**config.mk**
```make
export PLATFORM = sky130hd
export DESIGN_NAME = i2s_capture_sequencer
export DESIGN_NICKNAME = d
export VERILOG_FILES = /design/src/rtl/i2s_capture_sequencer_pkg.sv /design/src/rtl/axis_reg_slice.sv /design/src/rtl/i2s_capture_sequencer.sv
export SDC_FILE = /design/constraint.sdc
export NUM_CORES = 1
export LEC_CHECK = 0
export ABC_CLOCK_PERIOD_IN_PS = 2500
export BUFFER_PORTS_ARGS = -buffer_cell sky130_fd_sc_hd__buf_2
export CORE_AREA = 3 3 104 106
export CTS_CLUSTER_DIAMETER = 200
export DETAILED_ROUTE_END_ITERATION = 8
export DIE_AREA = 0 0 107 109
export HOLD_SLACK_MARGIN = 0.08
export PLACE_DENSITY = 0.65
export SLEW_MARGIN = 15
export SYNTH_ARGS = -nofsm -noshare
export SYNTH_HDL_FRONTEND = slang
export SYNTH_SLANG_ARGS = --single-unit
```
**constraint.sdc**
```tcl
create_clock -name clk_in -period 2.5 [get_ports clk_in]
set_input_delay 0 -clock clk_in [delete_from_list [all_inputs] [get_ports clk_in]]
set_output_delay 0 -clock clk_in [all_outputs]
set_load 0.1 [all_outputs]
```
**src/rtl/i2s_capture_sequencer_pkg.sv**
```systemverilog
// Shared types for the I2S capture sequencer: session state encoding and word width.
package i2s_pkg;

  localparam int I2S_WORD_W = 32;

  typedef enum logic [2:0] {
    IDLE    = 3'd0,
    SETTLE  = 3'd1,
    ALIGN   = 3'd2,
    CAPTURE = 3'd3,
    DRAIN   = 3'd4
  } seq_state_t;

endpackage

```
**src/rtl/axis_reg_slice.sv**
```systemverilog
// One-entry registered AXI-Stream slice (data + last); push and pop may coincide.
module axis_reg_slice
  import i2s_pkg::*;
#(
  parameter int W = I2S_WORD_W
) (
  input  logic         clk_in,
  input  logic         rst_in,
  input  logic         push_in,
  input  logic [W-1:0] push_data_in,
  input  logic         push_last_in,
  input  logic         pop_ready_in,
  output logic         valid_out,
  output logic [W-1:0] data_out,
  output logic         last_out,
  output logic         can_accept_out
);

  logic         valid_q, valid_d;
  logic [W-1:0] data_q, data_d;
  logic         last_q, last_d;
  logic         pop;

  assign pop            = valid_q & pop_ready_in;
  assign can_accept_out = ~valid_q | pop_ready_in;
  assign valid_out      = valid_q;
  assign data_out       = data_q;
  assign last_out       = last_q;

  always_comb begin
    valid_d = valid_q;
    data_d  = data_q;
    last_d  = last_q;
    if (push_in) begin
      valid_d = 1'b1;
      data_d  = push_data_in;
      last_d  = push_last_in;
    end else if (pop) begin
      valid_d = 1'b0;
    end
  end

  always_ff @(posedge clk_in) begin
    if (rst_in) begin
      valid_q <= 1'b0;
      data_q  <= '0;
      last_q  <= 1'b0;
    end else begin
      valid_q <= valid_d;
      data_q  <= data_d;
      last_q  <= last_d;
    end
  end

endmodule

```
**src/rtl/i2s_capture_sequencer.sv**
```systemverilog
// Capture-session sequencer between i2s_receiver and the consumer.
// Build option I2S_SEQ_OVERFLOW_EN: real-time input (tready tied 1), drops flagged on overflow_out.
module i2s_capture_sequencer
  import i2s_pkg::*;
#(
  parameter int SETTLE_FRAMES = 4096,
  parameter int LEN_W         = 16
) (
  input  logic                  clk_in,
  input  logic                  rst_in,
  input  logic                  start_in,
  input  logic                  stop_in,
  input  logic [LEN_W-1:0]      length_in,
  input  logic                  ws_in,
  output logic                  i2s_en_out,
  input  logic                  s_axis_tvalid,
  input  logic [I2S_WORD_W-1:0] s_axis_tdata,
  input  logic                  s_axis_tlast,
  output logic                  s_axis_tready,
  output logic                  m_axis_tvalid,
  output logic [I2S_WORD_W-1:0] m_axis_tdata,
  output logic                  m_axis_tlast,
  input  logic                  m_axis_tready,
  output logic                  busy_out,
  output logic [LEN_W-1:0]      frames_out,
  output logic                  overflow_out
);

  localparam int CNT_W = $clog2(SETTLE_FRAMES + 2);
`ifdef I2S_SEQ_OVERFLOW_EN
  localparam bit OVF_EN = 1'b1;
`else
  localparam bit OVF_EN = 1'b0;
`endif

  seq_state_t       state_q, state_d;
  logic [LEN_W-1:0] len_q, len_d;
  logic [LEN_W-1:0] frames_q, frames_d;
  logic [CNT_W-1:0] settle_cnt_q, settle_cnt_d;
  logic             ovf_q, ovf_d;
  logic             stop_pend_q, stop_pend_d;
  logic             ws_prev_q;

  logic ws_rise, settle_hit, s_accept;
  logic push, drop, stop_now;
  logic slice_can_accept;

  assign ws_rise    = ws_in & ~ws_prev_q;
  assign settle_hit = (settle_cnt_q == CNT_W'(SETTLE_FRAMES));
  assign s_accept   = s_axis_tvalid & s_axis_tready;

`ifdef I2S_SEQ_OVERFLOW_EN
  assign s_axis_tready = 1'b1;
`else
  assign s_axis_tready = (state_q == CAPTURE) ? slice_can_accept : 1'b1;
`endif

  assign i2s_en_out   = (state_q != IDLE);
  assign busy_out     = (state_q != IDLE);
  assign frames_out   = frames_q;
  assign overflow_out = ovf_q;

  always_comb begin
    state_d      = state_q;
    len_d        = len_q;
    frames_d     = frames_q;
    settle_cnt_d = settle_cnt_q;
    ovf_d        = ovf_q;
    stop_pend_d  = stop_pend_q;
    push         = 1'b0;
    drop         = 1'b0;
    stop_now     = 1'b0;
    case (state_q)
      IDLE: begin
        if (start_in) begin
          state_d      = SETTLE;
          len_d        = length_in;
          frames_d     = '0;
          settle_cnt_d = '0;
          ovf_d        = 1'b0;
          stop_pend_d  = 1'b0;
        end
      end
      SETTLE: begin
        if (stop_in)         state_d = DRAIN;
        else if (settle_hit) state_d = ALIGN;
        else if (ws_rise)    settle_cnt_d = settle_cnt_q + CNT_W'(1);
      end
      ALIGN: begin
        if (stop_in)                        state_d = DRAIN;
        else if (s_accept && s_axis_tlast)  state_d = CAPTURE;
      end
      CAPTURE: begin
        // A stop arriving on the same cycle as a tlast push closes that frame.
        stop_now = stop_pend_q | stop_in;
        if (stop_in) stop_pend_d = 1'b1;
        push = s_axis_tvalid & slice_can_accept;
        drop = OVF_EN & s_axis_tvalid & ~slice_can_accept;
        if (drop) ovf_d = 1'b1;
        if (push && s_axis_tlast) begin
          frames_d = frames_q + LEN_W'(1);
          if (((len_q != '0) && (frames_d == len_q)) || stop_now) begin
            state_d     = DRAIN;
            stop_pend_d = 1'b0;
          end
        end
      end
      DRAIN: begin
        if (!m_axis_tvalid) state_d = IDLE;
      end
      default: state_d = IDLE;
    endcase
  end

  always_ff @(posedge clk_in) begin
    if (rst_in) begin
      state_q      <= IDLE;
      len_q        <= '0;
      frames_q     <= '0;
      settle_cnt_q <= '0;
      ovf_q        <= 1'b0;
      stop_pend_q  <= 1'b0;
      ws_prev_q    <= 1'b0;
    end else begin
      state_q      <= state_d;
      len_q        <= len_d;
      frames_q     <= frames_d;
      settle_cnt_q <= settle_cnt_d;
      ovf_q        <= ovf_d;
      stop_pend_q  <= stop_pend_d;
      ws_prev_q    <= ws_in;
    end
  end

  axis_reg_slice #(.W(I2S_WORD_W)) u_slice (
    .clk_in         (clk_in),
    .rst_in         (rst_in),
    .push_in        (push),
    .push_data_in   (s_axis_tdata),
    .push_last_in   (s_axis_tlast),
    .pop_ready_in   (m_axis_tready),
    .valid_out      (m_axis_tvalid),
    .data_out       (m_axis_tdata),
    .last_out       (m_axis_tlast),
    .can_accept_out (slice_can_accept)
  );

endmodule

```
==> flow_summary_export.csv, run 1 <==
group,metric,value,unit
status,status,"finished clean",
floorplanning,die_h,109,um
pwr,p_switching,1020,uW
timing,min_period,2350,ps
cts,clockBufferDepth,2,
pwr,power_leakage,0.00218,uW
floorplanning,die_area,11700,um^2
grt,grt_max_degree,35,
critical_path,reg2reg_depth,8,
timing,fmax,0.425,GHz
logic_synthesis,syn_area,3950,um^2
layout,regArea,1700,um^2
grt,grt_pass1_vias,4055,
timing,tightestPinTransition,802,ps
layout,fillers,910,
layout,final_util,54.7,%
grt,overflow,0,
floorplanning,die_w,107,um
logic_synthesis,ys_warn_count,0,
run,maxCapViolCount,0,
pwr,ir_drop,0.325,mV
placement,hpwl,7530,um
timing,setup_viol,0,
timing,fin_crit_sh,94.2,%
logic_synthesis,async_flop_share,0,%
timing,drv_slew,0,
pwr,switching_share,31.7,%
pwr,pwr-share-comb,22.3,%
logic_synthesis,synth-seq-cells,84,
layout,multi_input_area,2130,um^2
logic_synthesis,synth_area_leader_cell,"dfxtp_1",
route,wire_per_inst,14.4,um
critical_path,endpoint_kind,"flop",
critical_path,cp_max_fo,8,
cts,clk_latency,360,ps
timing,hold_viol_final,0,
logic_synthesis,postSynthAreaPerCell,7.69,um^2
route,dr.pass1.iters,5,
pwr,finalPower,3210,uW
cts,cts_made_buffers,9,
route,ant_nets,0,
critical_path,start_kind,"flop",
logic_synthesis,synth.most_common_cell,"nand2_1",
floorplanning,io_pins,110,
logic_synthesis,ys_types,49,
placement,place_congestion,0.854,
cts,cts_tree,"done",
grt,grt_pass1_wl,19300,um
route,via_count,4098,
critical_path,critPathRequiredTime,2800,ps
floorplanning,coreArea,9860,um^2
logic_synthesis,ys_top_cells_by_count,"nand2_1 (128), dfxtp_1 (84), a21oi_1 (70)",
logic_synthesis,netlist.area_leader.share,42.5,%
route,routed_wl,11500,um
pwr,p_seq_share,45.5,%
logic_synthesis,postSynthCellCount,514,
layout,drive_above_1_share,24.3,%
logic_synthesis,synth_ff_type,"dfxtp_1",
pwr,p_int,2200,uW
timing,finClkSkew,6.85,ps
cts,clock-root-buffer,"clkbuf_8",
cts,cts_num_sinks,84,
route,drcViolationCount,0,
timing,rsz0062_at_grt,"no",
logic_synthesis,synth_area_leaders,"dfxtp_1 (43%), nand2_1 (12%), a21oi_1 (8.9%), o21ai_0 (3.2%), nor2_1 (3.1%)",
hold_path,hold_class,"primary input to flop",
logic_synthesis,yosysSeqAreaShare,42.5,%
critical_path,path_class,"flop to flop",
cts,clk_transition_reported_paths,80,ps
timing,timing.slew.headroom,46.3,%
route,viasPerCell,5.10,
placement,portBuffers,108,
route,drt-initial-drc-count,155,
cts,htreeDepth,3,
logic_synthesis,synth_nets,573,
hold_path,hold_depth,2,
layout,syn_to_final_growth,36.5,%
grt,grt_antenna_before_repair,0,
logic_synthesis,synth_edf_count,0,
floorplanning,start_util,40.1,%
layout,antenna_cells,0,
grt,grt_usage,20.5,%
floorplanning,rows,36,
pwr,pwr-share-clk,32.2,%
critical_path,arrival,2650,ps
pwr,power.density,596,nW/um^2
layout,nets,725,
## final timing paths
kind                                    startpoint                               end  slack, ps
hold reg to reg   u_slice.data_out[8]$_SDFFE_PP0P_  u_slice.data_out[8]$_SDFFE_PP0P_        450
setup / recovery        frames_out[2]$_SDFFE_PP0P_           state_q[2]$_SDFFE_PP0P_        150
hold / removal                              rst_in        frames_out[3]$_SDFFE_PP0P_        140
setup reg to reg        frames_out[2]$_SDFFE_PP0P_           state_q[2]$_SDFFE_PP0P_        150
## cell families after synthesis
group | Yosys count | synth area share, %
and+or+nand+nor | 240 | 28.8
AOI/OAI and AO/OA | 117 | 16.6
DFF | 84 | 42.5
buffers and inverters | 38 | 3.99
xor gates and xnor gates | 27 | 5.98
muxes | 4 | 1.04
adders and majority gates | 3 | 0.949
other | 1 | 0.0948
## layout by cell type (no fill, tap or decap), types with 4 or more instances in the layout
cell type	n
a31oi_1	4
buf_4	14
nand2_1	128
nand2b_1	7
nor2_1	33
dfxtp_2	12
or3_1	8
clkbuf_8	12
and3_1	6
nor3_1	8
o21ai_0	23
nand3_1	9
dlygate4sd3_1	52
nand4_1	7
nor4_1	11
dfxtp_1	70
buf_2	108
xor2_1	14
xnor2_1	13
and2_1	5
inv_1	5
a21oi_1	70
## final cells by class
class | instances | area share [%]
Inverter | 5 | 0.348
Timing Repair Buffer | 174 | 21.6
Sequential cell | 84 | 31.6
Tap cell | 133 | 3.08
Clock buffer | 13 | 3.13
Multi-Input combinational cell | 392 | 39.4
Clock inverter | 3 | 0.811
## per-layer routing
metal  vias to the layer above  wire length [um]  GRT usage, %  part of all wire, %
li1                       2069                 -             -                    -
met1                      1913              5140          25.7                   45
met2                       104              5550          34.4                   48
met3                        12               678          5.51                  5.9
met4                         0               176          7.03                  1.5
met5                         -                 0             0                    0
## critical path, stage by stage, from the launching register on
cell and delay [ps]:
dfxtp_2 430, and4_2 310, nand4_1 280, nor4_1 340
a31oi_1 80, o21ai_1 120, a31oi_1 180, a2111o_1 430
a21oi_2 120
## state kept, by name, summed over array words and instances, names as in the netlist
register           count
u_slice.data_out      32
settle_cnt_q          13
u_slice.valid_out      1
frames_out            16
stop_pend_q            1
ws_prev_q              1
state_q                3
len_q                 16
u_slice.last_out       1
## power by group through the flow
| stage | Combinational, uW | Sequential (uW) | Clock [uW] |
|---|---|---|---|
| after floorplan | 437 | 1540 | 0 |
| after global placement | 638 | 1490 | 0 |
| after detailed placement | 647 | 1490 | 0 |
| after CTS | 710 | 1460 | 1060 |
| after global routing | 779 | 1470 | 1120 |
| final | 717 | 1460 | 1040 |
## what timing repair did
action,in CTS,in global routing
gates resized for setup,0,5
hold buffers,52,0
setup endpoints to repair,0,3
endpoints found under the hold margin,52,0
setup buffers,0,2
## stage by stage
step	hold slack [ps]	area (um^2)	worst slack, ps	setup TNS [ps]	cells
finish	138	5400	145	0	804
floorplan	128	3980	-15.1	-15.1	514
global route	164	5400	37.0	0	804
global placement	238	4630	185	0	734
detailed placement	247	4630	115	0	734
CTS	131	5370	87.9	0	802
No activity file was read; power rests on OpenSTA's default activity.
==> inputs of run 2 (changes only) <==
--- a/config.mk
+++ b/config.mk
@@ -7,12 +7,12 @@
 export LEC_CHECK = 0
 export ABC_CLOCK_PERIOD_IN_PS = 2500
 export BUFFER_PORTS_ARGS = -buffer_cell sky130_fd_sc_hd__buf_2
-export CORE_AREA = 3 3 104 106
+export CORE_AREA = 3 3 92 94
 export CTS_CLUSTER_DIAMETER = 200
 export DETAILED_ROUTE_END_ITERATION = 8
-export DIE_AREA = 0 0 107 109
+export DIE_AREA = 0 0 95 97
 export HOLD_SLACK_MARGIN = 0.08
-export PLACE_DENSITY = 0.65
+export PLACE_DENSITY = 0.8
 export SLEW_MARGIN = 15
 export SYNTH_ARGS = -nofsm -noshare
 export SYNTH_HDL_FRONTEND = slang
==> flow_summary_export.csv, run 2 (synthesis results as in run 1) <==
group,metric,value,unit
timing,fin_crit_sh,98.1,%
critical_path,cp_cell_sequence,"ha_4 -> nand3_4 -> or2_2 -> a221o_1 -> a31oi_1 -> nor4_1 -> a31oi_1 -> o21ai_0 -> a21oi_1",
hold_path,hold_class,"primary input to flop",
route,routed_wl,11800,um
placement,place_inst,702,
timing,setup_slack,47.6,ps
route,dr.pass1.iters,4,
pwr,power_leakage,0.00221,uW
route,drt-initial-drc-count,223,
timing,setup_viol,0,
cts,cts_made_buffers,9,
floorplanning,die_w,95,um
cts,cts_num_sinks,84,
placement,place_area,4590,um^2
cts,clockBufferDepth,2,
route,wire_per_inst,15.2,um
critical_path,cpPeakStageDelay,410,ps
timing,timing.slew.headroom,46.9,%
layout,final_area,5400,um^2
critical_path,start_kind,"flop",
critical_path,critPathSlowestCell,"dfxtp_4",
floorplanning,coreArea,7730,um^2
floorplanning,die_area,9220,um^2
floorplanning,start_util,51.2,%
timing,fmax,0.408,GHz
timing,rsz0062_at_grt,"yes",
layout,layout_commonest_cell,"nand2_1",
grt,grt_antenna_before_repair,1,
grt,overflow,0,
placement,portBuffers,108,
route,ant_nets,0,
timing,min_period,2450,ps
grt,grt_max_degree,59,
layout,final_util,69.9,%
route,viasPerCell,5.49,
layout,nets,728,
cts,clk_latency,340,ps
critical_path,cp_max_fo,10,
floorplanning,rows,32,
pwr,finalPower,3210,uW
timing,finClkSkew,8.28,ps
timing,tightestPinTransition,794,ps
layout,largest_register_ffs,32,
status,status,"finished clean",
cts,clock-root-buffer,"clkbuf_8",
critical_path,path_class,"flop to flop",
critical_path,cp_common_cell,"a31oi_1",
pwr,power.density,594,nW/um^2
layout,fin_cells,777,
cts,clk_transition_reported_paths,90,ps
layout,syn_to_final_growth,36.5,%
placement,place_congestion,0.881,
placement,hpwl,7250,um
floorplanning,die_h,97,um
grt,grt_usage,25.6,%
timing,hold_viol_final,0,
pwr,ir_drop,0.371,mV
grt,grt_pass1_wl,19200,um
critical_path,critPathRequiredTime,2780,ps
route,drcViolationCount,0,
timing,drv_slew,0,
critical_path,endpoint_kind,"flop",
floorplanning,io_pins,110,
layout,drive_above_1_share,24.5,%
placement,pre_cts_ws,77.1,ps
critical_path,arrival,2730,ps
layout,final_cell_mix,"nand2_1 (128), buf_2 (108), a21oi_1 (70), dfxtp_1 (70), dlygate4sd3_1 (53)",
route,via_count,4268,
cts,cts_tree,"done",
grt,grt_pass1_vias,4102,
cts,htreeDepth,3,
run,maxCapViolCount,0,
## run 2: cell types whose count changed in the layout (fill, tap and decap cells not counted), sizes merged
cell / change
buf: +2
diode: +1
dlygate4sd3: +1
## run 2: area by class of cell
class                   count  area, um^2
diodes                      1        2.50
clock buffers              13         169
clock inverters             3        43.8
fillers                   599        2330
inverters                   5        18.8
multi-input cells         392        2140
flip-flops and latches     84        1700
well taps                 102         128
repair buffers            177        1190
## run 2: through the flow
step | TNS [ps] | hold slack (ps)
after global routing | -109 | 200
after detailed placement | 0 | 242
after floorplan | -15.1 | 128
after CTS | 0 | 176
after global placement | 0 | 238
final | 0 | 180
## run 2: path summary, 6_finish.rpt
check | startpoint | end | slack, ps | cells past startpoint
hold / removal | start_in | len_q[2]$_SDFFE_PP0P_ | 180 | 4
hold reg to reg | u_slice.data_out[27]$_SDFFE_PP0P_ | u_slice.data_out[27]$_SDFFE_PP0P_ | 460 | 2
setup reg to reg | frames_out[0]$_SDFFE_PP0P_ | state_q[0]$_SDFFE_PP0P_ | 50 | 9
setup / recovery | frames_out[0]$_SDFFE_PP0P_ | state_q[0]$_SDFFE_PP0P_ | 50 | 9
## run 2: worst max-delay path: cells and delay by family (launching register included)
family,cells,cell delay (ps)
simple gates,3,630
fa+ha+maj,1,180
flops,1,410
compound gates,5,1160
## run 2: report_power, final
group,switching [uW],internal (uW),total (uW)
Clock,476,545,1020
Sequential,73.5,1390,1460
Combinational,460,262,722
Total,1010,2200,3210
## run 2: metal layers
layer	global-route usage [%]	share of wire (%)	vias to the layer above
li1	-	-	2067
met1	31.6	41	1986
met2	41.2	48	181
met3	6.53	7.2	34
met4	12.1	3.1	0
met5	0	0	-
## run 2: timing repair
item                                    CTS  global route
endpoints found under the hold margin    54             0
buffers inserted                          0             5
resized for setup                         0             4
endpoints found under the setup margin    0             6
hold buffers                             53             0
